<file path="src/rtl/noc_healer_pkg.sv">
// Shared types and helpers for the multi-channel NoC SEU retry healer.
// HEALER_BACKOFF_EN adds the BACKOFF channel state.
package noc_healer_pkg;

  localparam int ERR_CNT_W = 16;

`ifdef HEALER_BACKOFF_EN
  typedef enum logic [2:0] {
    ST_IDLE,
    ST_REQ,
    ST_WAIT,
    ST_BACKOFF,
    ST_FAIL
  } chan_state_t;
`else
  typedef enum logic [2:0] {
    ST_IDLE,
    ST_REQ,
    ST_WAIT,
    ST_FAIL
  } chan_state_t;
`endif

  // Add that clamps at all-ones instead of wrapping.
  function automatic logic [ERR_CNT_W-1:0] sat_add(input logic [ERR_CNT_W-1:0] a,
                                                   input logic [ERR_CNT_W-1:0] b);
    logic [ERR_CNT_W:0] sum;
    sum = {1'b0, a} + {1'b0, b};
    return sum[ERR_CNT_W] ? '1 : sum[ERR_CNT_W-1:0];
  endfunction

endpackage

</file>
<file path="src/rtl/noc_heal_chan_fsm.sv">
// Per-channel retry FSM: IDLE -> REQ -> WAIT, bounded retries, then FAIL until swap_done.
// Request is a level decoded from state; ack/done outside REQ/WAIT are ignored.
module noc_heal_chan_fsm
  import noc_healer_pkg::*;
#(
  parameter int MAX_RETRY   = 3,
  parameter int BACKOFF_CYC = 2
) (
  input  logic clk_1p6ghz,
  input  logic rst,
  input  logic parity_error,
  input  logic retry_ack,
  input  logic retry_done,
  input  logic retry_ok,
  input  logic swap_done,
  output logic retry_request,
  output logic in_fail
);

  localparam int RC_W = $clog2(MAX_RETRY + 1);

  chan_state_t     state, state_nxt;
  logic [RC_W-1:0] retry_cnt, retry_cnt_nxt;

`ifdef HEALER_BACKOFF_EN
  localparam int BO_W = $clog2(BACKOFF_CYC + 1);
  logic [BO_W-1:0] bo_cnt, bo_cnt_nxt;

  always_ff @(posedge clk_1p6ghz) begin
    if (rst) bo_cnt <= '0;
    else     bo_cnt <= bo_cnt_nxt;
  end
`else
  logic unused_backoff_cyc;
  assign unused_backoff_cyc = |BACKOFF_CYC;
`endif

  always_ff @(posedge clk_1p6ghz) begin
    if (rst) begin
      state     <= ST_IDLE;
      retry_cnt <= '0;
    end else begin
      state     <= state_nxt;
      retry_cnt <= retry_cnt_nxt;
    end
  end

  always_comb begin
    state_nxt     = state;
    retry_cnt_nxt = retry_cnt;
`ifdef HEALER_BACKOFF_EN
    bo_cnt_nxt    = '0;
`endif
    case (state)
      ST_IDLE: if (parity_error) state_nxt = ST_REQ;
      ST_REQ:  if (retry_ack) state_nxt = ST_WAIT;
      ST_WAIT: begin
        if (retry_done) begin
          if (retry_ok) begin
            state_nxt     = ST_IDLE;
            retry_cnt_nxt = '0;
          end else if (retry_cnt == RC_W'(MAX_RETRY - 1)) begin
            state_nxt     = ST_FAIL;
            retry_cnt_nxt = RC_W'(MAX_RETRY);
          end else begin
            retry_cnt_nxt = retry_cnt + RC_W'(1);
`ifdef HEALER_BACKOFF_EN
            state_nxt     = ST_BACKOFF;
`else
            state_nxt     = ST_REQ;
`endif
          end
        end
      end
`ifdef HEALER_BACKOFF_EN
      // Dwell exactly BACKOFF_CYC cycles in BACKOFF before re-requesting.
      ST_BACKOFF: begin
        if (bo_cnt == BO_W'(BACKOFF_CYC - 1)) state_nxt = ST_REQ;
        else                                  bo_cnt_nxt = bo_cnt + BO_W'(1);
      end
`endif
      ST_FAIL: begin
        if (swap_done) begin
          state_nxt     = ST_IDLE;
          retry_cnt_nxt = '0;
        end
      end
      default: state_nxt = ST_IDLE;
    endcase
  end

  assign retry_request = (state == ST_REQ);
  assign in_fail       = (state == ST_FAIL);

endmodule

</file>
<file path="src/rtl/noc_seu_retry_healer.sv">
// NoC SEU retry healer: per-channel veto/retry/failover, Ring 1 swap watchdog, error count.
// Veto is 1 cycle after the error; optional retry backoff via HEALER_BACKOFF_EN.
module noc_seu_retry_healer
  import noc_healer_pkg::*;
#(
  parameter int NUM_CH      = 4,
  parameter int MAX_RETRY   = 3,
  parameter int BACKOFF_CYC = 2,
  parameter int SWAP_TMO    = 3
) (
  input  logic                 clk_1p6ghz,
  input  logic                 rst,
  input  logic [NUM_CH-1:0]    parity_error,
  input  logic [NUM_CH-1:0]    retry_ack,
  input  logic [NUM_CH-1:0]    retry_done,
  input  logic [NUM_CH-1:0]    retry_ok,
  input  logic                 swap_done,
  output logic [NUM_CH-1:0]    veto_pulse,
  output logic [NUM_CH-1:0]    retry_request,
  output logic                 swap_request,
  output logic [NUM_CH-1:0]    failover,
  output logic                 swap_timeout,
  output logic [ERR_CNT_W-1:0] err_count
);

  localparam int WD_W = $clog2(SWAP_TMO + 1);

  logic [NUM_CH-1:0]    in_fail;
  logic [ERR_CNT_W-1:0] err_inc;
  logic [WD_W-1:0]      wd_cnt;

  for (genvar i = 0; i < NUM_CH; i++) begin : g_chan
    noc_heal_chan_fsm #(
      .MAX_RETRY  (MAX_RETRY),
      .BACKOFF_CYC(BACKOFF_CYC)
    ) u_chan (
      .clk_1p6ghz   (clk_1p6ghz),
      .rst          (rst),
      .parity_error (parity_error[i]),
      .retry_ack    (retry_ack[i]),
      .retry_done   (retry_done[i]),
      .retry_ok     (retry_ok[i]),
      .swap_done    (swap_done),
      .retry_request(retry_request[i]),
      .in_fail      (in_fail[i])
    );
  end

  assign swap_request = |in_fail;

  always_comb begin
    err_inc = '0;
    for (int i = 0; i < NUM_CH; i++) err_inc = err_inc + ERR_CNT_W'(parity_error[i]);
  end

  always_ff @(posedge clk_1p6ghz) begin
    if (rst) begin
      veto_pulse   <= '0;
      err_count    <= '0;
      failover     <= '0;
      swap_timeout <= 1'b0;
      wd_cnt       <= '0;
    end else begin
      veto_pulse <= parity_error;
      err_count  <= sat_add(err_count, err_inc);
      // Only channels already in FAIL are released; a same-cycle entrant stays put.
      if (swap_done) failover <= failover | in_fail;
      if (!swap_request || swap_done) begin
        wd_cnt <= '0;
      end else if (wd_cnt != WD_W'(SWAP_TMO)) begin
        wd_cnt <= wd_cnt + WD_W'(1);
        if (wd_cnt == WD_W'(SWAP_TMO - 1)) swap_timeout <= 1'b1;
      end
    end
  end

endmodule

</file>
<file path="config.mk">
export PLATFORM = sky130hd
export DESIGN_NAME = noc_seu_retry_healer
export DESIGN_NICKNAME = d
export VERILOG_FILES = /design/src/rtl/noc_healer_pkg.sv /design/src/rtl/noc_heal_chan_fsm.sv /design/src/rtl/noc_seu_retry_healer.sv
export SDC_FILE = /design/constraint.sdc
export NUM_CORES = 1
export LEC_CHECK = 0
export ABC_AREA = 0
export BUFFER_PORTS_ARGS = -buffer_cell sky130_fd_sc_hd__buf_2
export CORE_ASPECT_RATIO = 0.6
export CORE_MARGIN = 4
export CORE_UTILIZATION = 40
export CTS_BUF_LIST = sky130_fd_sc_hd__clkbuf_4 sky130_fd_sc_hd__clkbuf_8 sky130_fd_sc_hd__clkbuf_16
export DETAILED_ROUTE_END_ITERATION = 8
export GPL_ROUTABILITY_DRIVEN = 0
export GPL_TIMING_DRIVEN = 0
export SYNTH_ARGS = -nofsm -noshare
export SYNTH_HDL_FRONTEND = slang
export SYNTH_HIERARCHICAL = 1
export SYNTH_SLANG_ARGS = --single-unit
</file>
<file path="constraint.sdc">
create_clock -name clk_1p6ghz -period 2.64 [get_ports clk_1p6ghz]
set_input_delay 0.132 -clock clk_1p6ghz [delete_from_list [all_inputs] [get_ports clk_1p6ghz]]
set_output_delay 0.132 -clock clk_1p6ghz [all_outputs]
set_load 0.1 [all_outputs]
</file>
# ---- After elaboration in Yosys (flattened, before gate mapping)
# Index checks and enable logic that the tools add are counted.
# Widths: inputs -> output; s select.
dict set report totals {
  ff_bits 47
  inputBits 19
}
dict set report classes {
  addsub 9
  eq_ne 34
  mux 43
  n_bitwise 2
  n_reduce_logical 21
}
# cell count
set ops {}
lappend ops {{$mux 3} 17}
lappend ops {{$pmux 3 s4} 4}
lappend ops {{$mux 2} 17}
lappend ops {{$ne 2x2->1 const B} 17}
lappend ops {{$eq 3x2->1 const B} 8}
lappend ops {{$add 16x4->17} 1}
lappend ops {{$mux 16} 1}
lappend ops {{$pmux 2 s2} 4}
lappend ops {{$reduce_and 4->1} 4}
lappend ops {{$reduce_and 3->1} 5}
lappend ops {{$eq 3x1->1 const B} 4}
lappend ops {{$logic_not 3->1} 4}
lappend ops {{$add 2x1->2 const B} 5}
lappend ops {{$eq 2x2->1 const B} 5}
lappend ops {{$reduce_bool 2->1} 4}
lappend ops {{$add 3x1->4} 1}
lappend ops {{$or 4x4->4} 1}
lappend ops {{$reduce_or 4->1} 1}
lappend ops {{$add 2x1->3} 1}
lappend ops {{$add 1x1->2} 1}
lappend ops {{$reduce_or 2->1} 1}
lappend ops {{$logic_not 1->1} 1}
lappend ops {{$logic_or 1x1->1} 1}
lappend ops {{$not 1->1} 1}

# ---- Longest topological paths before layout
# Gate-level depths: netlist of the first run.
dict set report depth {
  word_depth 6
  depth_mapped 11
}

# ---- By module
# The synthesis of the first run kept the hierarchy.
# mod n_inst cells_each area_each_um2 seq_area_each_um2
set by_module_without_submodules {}
lappend by_module_without_submodules {noc_seu_retry_healer 1 122 1241.2 540.5}
lappend by_module_without_submodules {noc_heal_chan_fsm 4 31 261.5 80.1}

# ---- Worst setup path after synthesis of the first run
# No wires, ideal clock.
dict set report synth_timing {
  path_kind {reg-to-reg}
  startpoint {register err_count[0]}
  endpoint {register err_count[3]}
  setup_time_ps 72
  arrival_time_ps 2686
  required_ps 2568
  path_slack_ps -117
  stages_incl_launch_ff 11
  path_buffers 2
  period_less_slack_ps 2757
  cell_sequence {dfxtp_1 > inv_1 > fa_1 > inv_1 > fa_1 > and3_1 > buf_2 > and2_2 > nand4_4 > buf_6 > a21oi_4}
}
dict set report synth_via {
  elab_chain_cells 2
}
# item line_no
set synth_lines {}
lappend synth_lines {{start: declaration} noc_seu_retry_healer.sv:23} ;# output logic [ERR_CNT_W-1:0] err_count
lappend synth_lines {{start signal: assignment} noc_seu_retry_healer.sv:65} ;# err_count <= sat_add(err_count, err_inc);
lappend synth_lines {{$add 16x4->17} noc_healer_pkg.sv:28} ;# sum = {1'b0, a} + {1'b0, b};
lappend synth_lines {{$mux 16} noc_healer_pkg.sv:29} ;# return sum[ERR_CNT_W] ? '1 : sum[ERR_CNT_W-1:0];
# Every way passes these cells.
# A chain may end at the register's enable or synchronous reset.

# ---- Worst setup path after layout of the first run
dict set report layout_timing {
  startpoint {input port parity_error[0]}
  endpoint {register err_count[9]}
}
dict set report layout_via {
  elab_chain_cells 5
}
# item line_no
set layout_lines {}
lappend layout_lines {{start: declaration} noc_seu_retry_healer.sv:13} ;# input logic [NUM_CH-1:0] parity_error,
lappend layout_lines {{$add 1x1->2} noc_seu_retry_healer.sv:53} ;# for (int i = 0; i < NUM_CH; i++) err_inc = err_inc + ERR_CNT_W'(parity_error[i]);
lappend layout_lines {{$add 2x1->3} noc_seu_retry_healer.sv:53}
lappend layout_lines {{$add 3x1->4} noc_seu_retry_healer.sv:53}
lappend layout_lines {{$add 16x4->17} noc_healer_pkg.sv:28}
lappend layout_lines {{$mux 16} noc_healer_pkg.sv:29}
# Every way passes these cells.

==> results of run 1 <==
==> layer usage <==
metal / global-route usage / wire length (µm) / vias to the layer above
met5: 0 / 0 / -
met1: 0.240 / 2780 / 897
met2: 0.213 / 2070 / 29
met3: 0.0387 / 215 / 2
li1: - / - / 988
met4: 0.0242 / 12 / 0
==> cell type report <==
class	count	area, µm²
clock buffers	6	82.6
flip-flops and latches	43	862
repair buffers	48	240
multi-input cells	176	1280
fillers	560	2800
clock inverters	2	35.0
well taps	80	100
inverters	13	48.8
plain buffers	14	92.6
==> per-stage QoR <==
stage / cells / area (µm²) / total power (µW)
finish: 382 / 2750 / 1760
global route: 382 / 2750 / 1860
CTS: 382 / 2750 / 1780
detailed placement: 374 / 2630 / 1250
global placement: 374 / 2630 / 1240
floorplan: 246 / 2290 / 1150
==> worst min path at each step <==
stage / to / depth (start not counted)
after CTS: veto_pulse[1]$_SDFF_PP0_ / 2
after detailed placement: veto_pulse[1]$_SDFF_PP0_ / 2
final: veto_pulse[1]$_SDFF_PP0_ / 2
after global routing: veto_pulse[1]$_SDFF_PP0_ / 2
after floorplan: g_chan[0].u_chan/state[0]$_SDFFE_PP0P_ / 1
after global placement: veto_pulse[1]$_SDFF_PP0_ / 2
==> sequential cells by signal, summed over array words and instances, names as in the netlist <==
register and cells:
veto_pulse 4, wd_cnt 2, err_count 16, g_chan.u_chan/retry_cnt 8, g_chan.u_chan/state 8, swap_timeout 1, failover 4
==> worst max-delay path: stages <==
cell and delay [ns]:
buf_2 0.13, fa_1 0.53, inv_1 0.05, fa_1 0.38, inv_1 0.08, fa_1 0.20, and3_1 0.16, buf_2 0.18
and2_2 0.22, nand4_4 0.14, buf_6 0.20, a21oi_2 0.12
==> power by group through the flow <==
| stage | logic [µW] | clock network (µW) | registers [µW] |
|---|---|---|---|
| floorplan | 256 | 0 | 890 |
| global placement | 512 | 0 | 730 |
| detailed placement | 517 | 0 | 731 |
| CTS | 519 | 549 | 715 |
| global route | 560 | 578 | 721 |
| finish | 516 | 532 | 715 |
==> synth_stat cells (all sizes together) <==
| cell | n | area [µm²] |
|---|---|---|
| a211o | 4 | 35.0 |
| a211oi | 1 | 7.51 |
| a21o | 4 | 30.0 |
| a21oi | 31 | 200 |
| a311oi | 10 | 87.6 |
| a31oi | 2 | 12.5 |
| a41o | 4 | 40.0 |
| and2 | 7 | 46.3 |
| and2b | 4 | 30.0 |
| and3 | 2 | 12.5 |
| and4 | 4 | 40.0 |
| and4b | 1 | 10.0 |
| buf | 8 | 70.1 |
| clkbuf | 6 | 22.5 |
| dfxtp | 43 | 861 |
| fa | 3 | 60.1 |
| ha | 7 | 87.6 |
| inv | 13 | 48.8 |
| mux2 | 4 | 60.1 |
| nand2 | 10 | 37.5 |
| nand2b | 8 | 50.1 |
| nand3 | 1 | 5.00 |
| nand4 | 6 | 52.6 |
| nor2 | 22 | 82.6 |
| nor2b | 12 | 75.1 |
| nor3 | 5 | 25.0 |
| o2111ai | 3 | 26.3 |
| o211a | 1 | 10.0 |
| o211ai | 1 | 7.51 |
| o21ai | 1 | 5.00 |
| o32ai | 1 | 8.76 |
| or2 | 1 | 6.26 |
| or2b | 4 | 30.0 |
| or4 | 1 | 7.51 |
| xnor2 | 4 | 35.0 |
| xor2 | 7 | 61.3 |
==> kinds of logic (layout without fill, tap and decap cells) <==
group | Yosys count | count (layout)
compound gates | 63 | 63
flops | 43 | 43
fa+ha+maj | 10 | 10
mux | 4 | 4
simple gates | 88 | 88
buf+inv | 27 | 83
xor+xnor | 11 | 11
==> results by group, run 1 <==
Routing
  • Routed WL: about 5000 µm
  • DR pass1 iterations: 4
  • WL per Instance: 13.3 µm
  • Detailed-route via count: 1916
  • Drt via density: 5.02
  • DRC viols: 0
  • Final ANT Viol Nets: 0
  • Number of DRC markers in iteration 0: 55

Clocking
  • Clock root cell: clkbuf_8
  • H-tree depth: 2
  • TritonCTS Buffers: 5
  • Clk slew on worst S/H paths: 0.08 ns
  • Clock sink count: 43
  • Post-CTS Setup Inserts: 0
  • Bufs on Longest Clock Path: 2
  • Worst-Skew Late Latency: between 0.2 and 0.3 ns
  • Post-CTS Resized: 0
  • Hold-fix buffers, CTS: 0
  • CTS tree: yes

Power and ir drop
  • Logic pwr share: 0.293
  • Pwr per Cell Area: ~640 nW/µm²
  • Leak: 0.00124 µW
  • Net Sw Frac: 0.360
  • Sw power: around 630 µW
  • Pint: 1130 µW
  • Clock power share: 0.302
  • VDD IR max: ~220 µV
  • Reg power frac: 0.406

Synthesis
  • Post-Syn Area: 2290 µm²
  • Adder-cell area share of the yosys netlist: 0.0646
  • Mux share of post-synthesis cell area: 0.0263
  • Ys Warns: 6
  • Mapped Cells: ~250
  • Largest family of logic cells by synthesized area: simple AND/OR/NAND/NOR gates
  • Post-synthesis compound-gate area fraction: 0.206
  • Synth Area in XOR/XNOR: 0.0421
  • Yosys reg bits: 43
  • Post-Synth Simple-Gate Area: 0.223
  • Average size of a mapped cell: slightly above 9 µm²
  • Post-synthesis sequential area ratio: 0.376
  • Post-synth net total: 275
  • Yosys cell types: 43

Final layout
  • Final Net Count: 330
  • Area grow syn2layout: 20.1%
  • Most common cell after layout, fill and taps aside: buf_2
  • N_diodes: 0
  • Most frequent cells in the layout: buf_2 (50), dfxtp_1 (42), nor2_1 (22), a21oi_1 (21), inv_1 (13)
  • Layout cell share with drive strength beyond 1: 0.278
  • Final core occ: 0.495

Timing
  • Setup ws final: ~0.32 ns
  • Worst-margin pin slew: 0.764 ns
  • Max Clock Freq: 431 MHz
  • Final hold violations: 0
  • Final min period: around 2.3 ns
  • Fin. max-slew vios: 0
  • Setup TNS: 0 ns
  • Clock skew: 0.00659 ns
  • Worst Hold Slack: roughly 0.12 ns
  • Setup violations, final: 0
  • Relative slew slack: 0.491
  • RSZ-0062 raised after global routing: false
  • Tcrit/Tclk final: 0.879

Floorplanning
  • Die ar.: 7030 µm²
  • Die width: 106 µm
  • Rows: 21
  • Total core area: 5540 µm²
  • Chip height: roughly 67 µm
  • Starting Density: 0.413
  • I/O Pins: 49

Worst setup path
  • Reg2Reg Depth: 10
  • Reg2Reg Launch Point: err_count[0]$_SDFF_PP0_
  • CP Data Arrival Time: 2.54 ns
  • CP required: 2.86 ns
  • Type of origin of the critical path: input port
  • R2r setup slk: 0.47 ns
  • Critical Path Sink Type: flop
  • Crit-path max FO: 10
  • Crit Path Class: in -> reg
  • CP startpoint: parity_error[0]
  • Crit path to: err_count[9]$_SDFF_PP0_
  • R2R Path End: err_count[9]$_SDFF_PP0_

GRT
  • First-pass GRT wire length: just under 9000 µm
  • GRT Resource Usage Total: 0.155
  • Grt total ovfl: 0
  • Vias in the first global route: 1690
  • Largest net degree at the start of global routing: 26
  • Antenna violations before repair: 0

Hold path
  • Hold_sp: parity_error[1]
  • Hold Crit Class: in -> reg

Placement
  • I/O Buffers: 48
  • Post-Place Setup Slack: 0.0162 ns
  • Detailed Place HPWL: 3890 µm

Flow run
  • Max-Cap Viols: 0

Status
  • Outcome: finished, final reports clean
No activity file was read; power rests on OpenSTA's default activity.
==> run 2, diff against run 1 <==
- CTS_BUF_LIST: sky130_fd_sc_hd__clkbuf_4 sky130_fd_sc_hd__clkbuf_8 sky130_fd_sc_hd__clkbuf_16 -> sky130_fd_sc_hd__clkbuf_2
==> run 2 against run 1 <==
Compared with the run above: flip-flop and latch count is the same; highest routed layer unchanged; hold slack lost 0.090 ns; cell count grew 2.1%; clock power shrank 30%; critical path depth is the same; largest cell class unchanged; wire length grew 4.1%; fmax grew 2.7%; setup slack gained 0.061 ns; non-clock buffer count grew 8; design area grew 0.96%.
==> results by group, run 2 (synthesis results as in run 1) <==
Clocking
  • Clk slew on worst S/H paths: 0.21 ns (+0.13 ns)
  • TritonCTS Buffers: 5 (unchanged)
  • Clock sink count: 43 (unchanged)
  • Clock root cell: clkbuf_2
  • CTS tree: yes
  • H-tree depth: 2 (unchanged)
  • Bufs on Longest Clock Path: 2 (unchanged)
  • Worst-Skew Late Latency: 0.40 ns (+0.11 ns)
  • Post-CTS Setup Inserts: 0 (unchanged)

Worst setup path
  • Crit Path Class: in -> reg
  • Crit-path max FO: 10 (unchanged)
  • CP Data Arrival Time: 2.59 ns (+0.05 ns)
  • Type of origin of the critical path: input port
  • Reg2Reg Launch Point: err_count[0]$_SDFF_PP0_
  • Critical Path Sink Type: flop
  • R2r setup slk: 0.42 ns (-0.05 ns)
  • R2R Path End: err_count[7]$_SDFF_PP0_
  • CP required: 2.97 ns (+0.11 ns)
  • Reg2Reg Depth: 10 (unchanged)

GRT
  • GRT Resource Usage Total: 0.159 (+0.00485)
  • Antenna violations before repair: 0 (unchanged)
  • First-pass GRT wire length: 8940 µm (+2.2%)
  • Grt total ovfl: 0 (unchanged)
  • Largest net degree at the start of global routing: 26 (unchanged)
  • Vias in the first global route: 1721 (+1.8%)

Routing
  • Routed WL: 5280 µm (+4.1%)
  • WL per Instance: 13.5 µm (+1.9%)
  • DRC viols: 0 (unchanged)
  • DR pass1 iterations: 4 (unchanged)
  • Drt via density: 4.99 (-0.57%)
  • Final ANT Viol Nets: 0 (unchanged)
  • Number of DRC markers in iteration 0: 101 (+84%)
  • Detailed-route via count: 1945 (+1.5%)

Placement
  • Dpl cell area: 2630 µm² (unchanged)
  • Detailed Place HPWL: 3890 µm (unchanged)
  • Post-Place Setup Slack: 0.0162 ns (unchanged)
  • I/O Buffers: 48 (unchanged)

Floorplanning
  • Starting Density: 0.413 (unchanged)
  • Total core area: 5540 µm² (unchanged)
  • I/O Pins: 49 (unchanged)
  • Die ar.: 7030 µm² (unchanged)
  • Chip height: 66.6 µm (unchanged)
  • Rows: 21 (unchanged)
  • Die width: 106 µm (unchanged)

Final layout
  • Largest registers: err_count (16), g_chan.u_chan/retry_cnt (8), g_chan.u_chan/state (8)
  • Layout cell share with drive strength beyond 1: 0.268 (-0.0104)
  • Largest register FFs: 16 (unchanged)
  • Most common cell after layout, fill and taps aside: buf_2
  • Final core occ: 0.500 (+0.00474)
  • Most frequent cells in the layout: buf_2 (50), dfxtp_1 (42), nor2_1 (22), a21oi_1 (21), inv_1 (13)
  • Area grow syn2layout: 21.2%
  • N_diodes: 0 (unchanged)
  • Final instance area: 2770 µm² (+0.96%)
  • Top reg by flops: err_count
  • Final Net Count: 338 (+2.4%)

Timing
  • RSZ-0062 raised after global routing: false
  • Setup violations, final: 0 (unchanged)
  • Final hold violations: 0 (unchanged)
  • Setup TNS: 0 ns (unchanged)
  • Setup ws final: 0.381 ns (+0.0612 ns)
  • Fin. max-slew vios: 0 (unchanged)
  • Worst Hold Slack: 0.0264 ns (-0.0903 ns)
  • Max Clock Freq: 443 MHz (+2.7%)
  • Clock skew: 0.0149 ns (+0.00832 ns)
  • Relative slew slack: 0.499 (+0.00860)
  • Final min period: 2.26 ns (-0.0612 ns)
  • Worst-margin pin slew: 0.751 ns (-0.0129 ns)
  • Tcrit/Tclk final: 0.856 (-0.0232)

Hold path
  • Hold Path Sink: g_chan[0].u_chan/state[0]$_SDFFE_PP0P_
  • Hold_sp: retry_ok[0]
  • WHS Path Cells: 4 (+2)
  • Hold Crit Class: in -> reg

Power and ir drop
  • Leak: 0.00125 µW (+1.0%)
  • Pwr per Cell Area: 585 nW/µm² (-8.9%)
  • VDD IR max: 181 µV (-16%)

Status
  • Outcome: finished, final reports clean

Flow run
  • Max-Cap Viols: 0 (unchanged)
run 2: cell count changes in the layout (fill, tap and decap cells not counted), sizes merged:
| cell | previous run | this run |
|---|---|---|
| dlygate4sd3 | 0 | 8 |
| clkbuf | 12 | 11 |
| clkinv | 1 | 2 |
run 2: worst max-delay path by stage:
| stage | from | endpoint | cells past startpoint |
|---|---|---|---|
| floorplan | err_count[0]$_SDFF_PP0_ | err_count[3]$_SDFF_PP0_ | 10 |
| global placement | parity_error[0] | err_count[10]$_SDFF_PP0_ | 12 |
| detailed placement | parity_error[0] | err_count[7]$_SDFF_PP0_ | 12 |
| CTS | parity_error[2] | err_count[7]$_SDFF_PP0_ | 12 |
| global route | err_count[0]$_SDFF_PP0_ | err_count[9]$_SDFF_PP0_ | 10 |
| finish | parity_error[2] | err_count[7]$_SDFF_PP0_ | 12 |
run 2: layer usage:
metal,track usage,routed length [µm],up-vias
li1,-,-,997
met1,0.245,2780,894
met2,0.220,2120,49
met3,0.0416,338,5
met4,0.0291,31,0
met5,0,0,-
run 2: per-stage QoR:
step / instances / total power, µW
2_1_floorplan: 246 / 1150
3_3_place_gp: 374 / 1240
3_5_place_dp: 374 / 1250
4_1_cts: 389 / 1630
5_1_grt: 390 / 1710
6_report: 390 / 1620
run 2: area by class of cell:
cell class              instances  area [µm²]
fillers                       559        2770
multi-input cells             176        1280
flip-flops and latches         43         862
repair buffers                 56         320
well taps                      80         100
plain buffers                  14        92.6
inverters                      13        48.8
clock inverters                 3        38.8
clock buffers                   5        25.0
run 2: report_power, final:
group,internal (µW),total (µW),switching (µW)
logic,144,530,386
registers,689,718,29.1
clock network,156,374,218
run 2: worst max-delay path, stage by stage:
cell and delay [ns]:
dlygate4sd3_1 0.52, buf_2 0.12, inv_1 0.07, fa_1 0.44, inv_1 0.08, fa_1 0.21, and3_1 0.16, buf_2 0.18
and2_2 0.23, nand4_4 0.14, buf_6 0.20, a21oi_2 0.12
run 2: repair_timing:
item	in CTS	in global routing
gates resized for setup	0	0
endpoints found under the hold margin	7	1
hold buffers	7	1
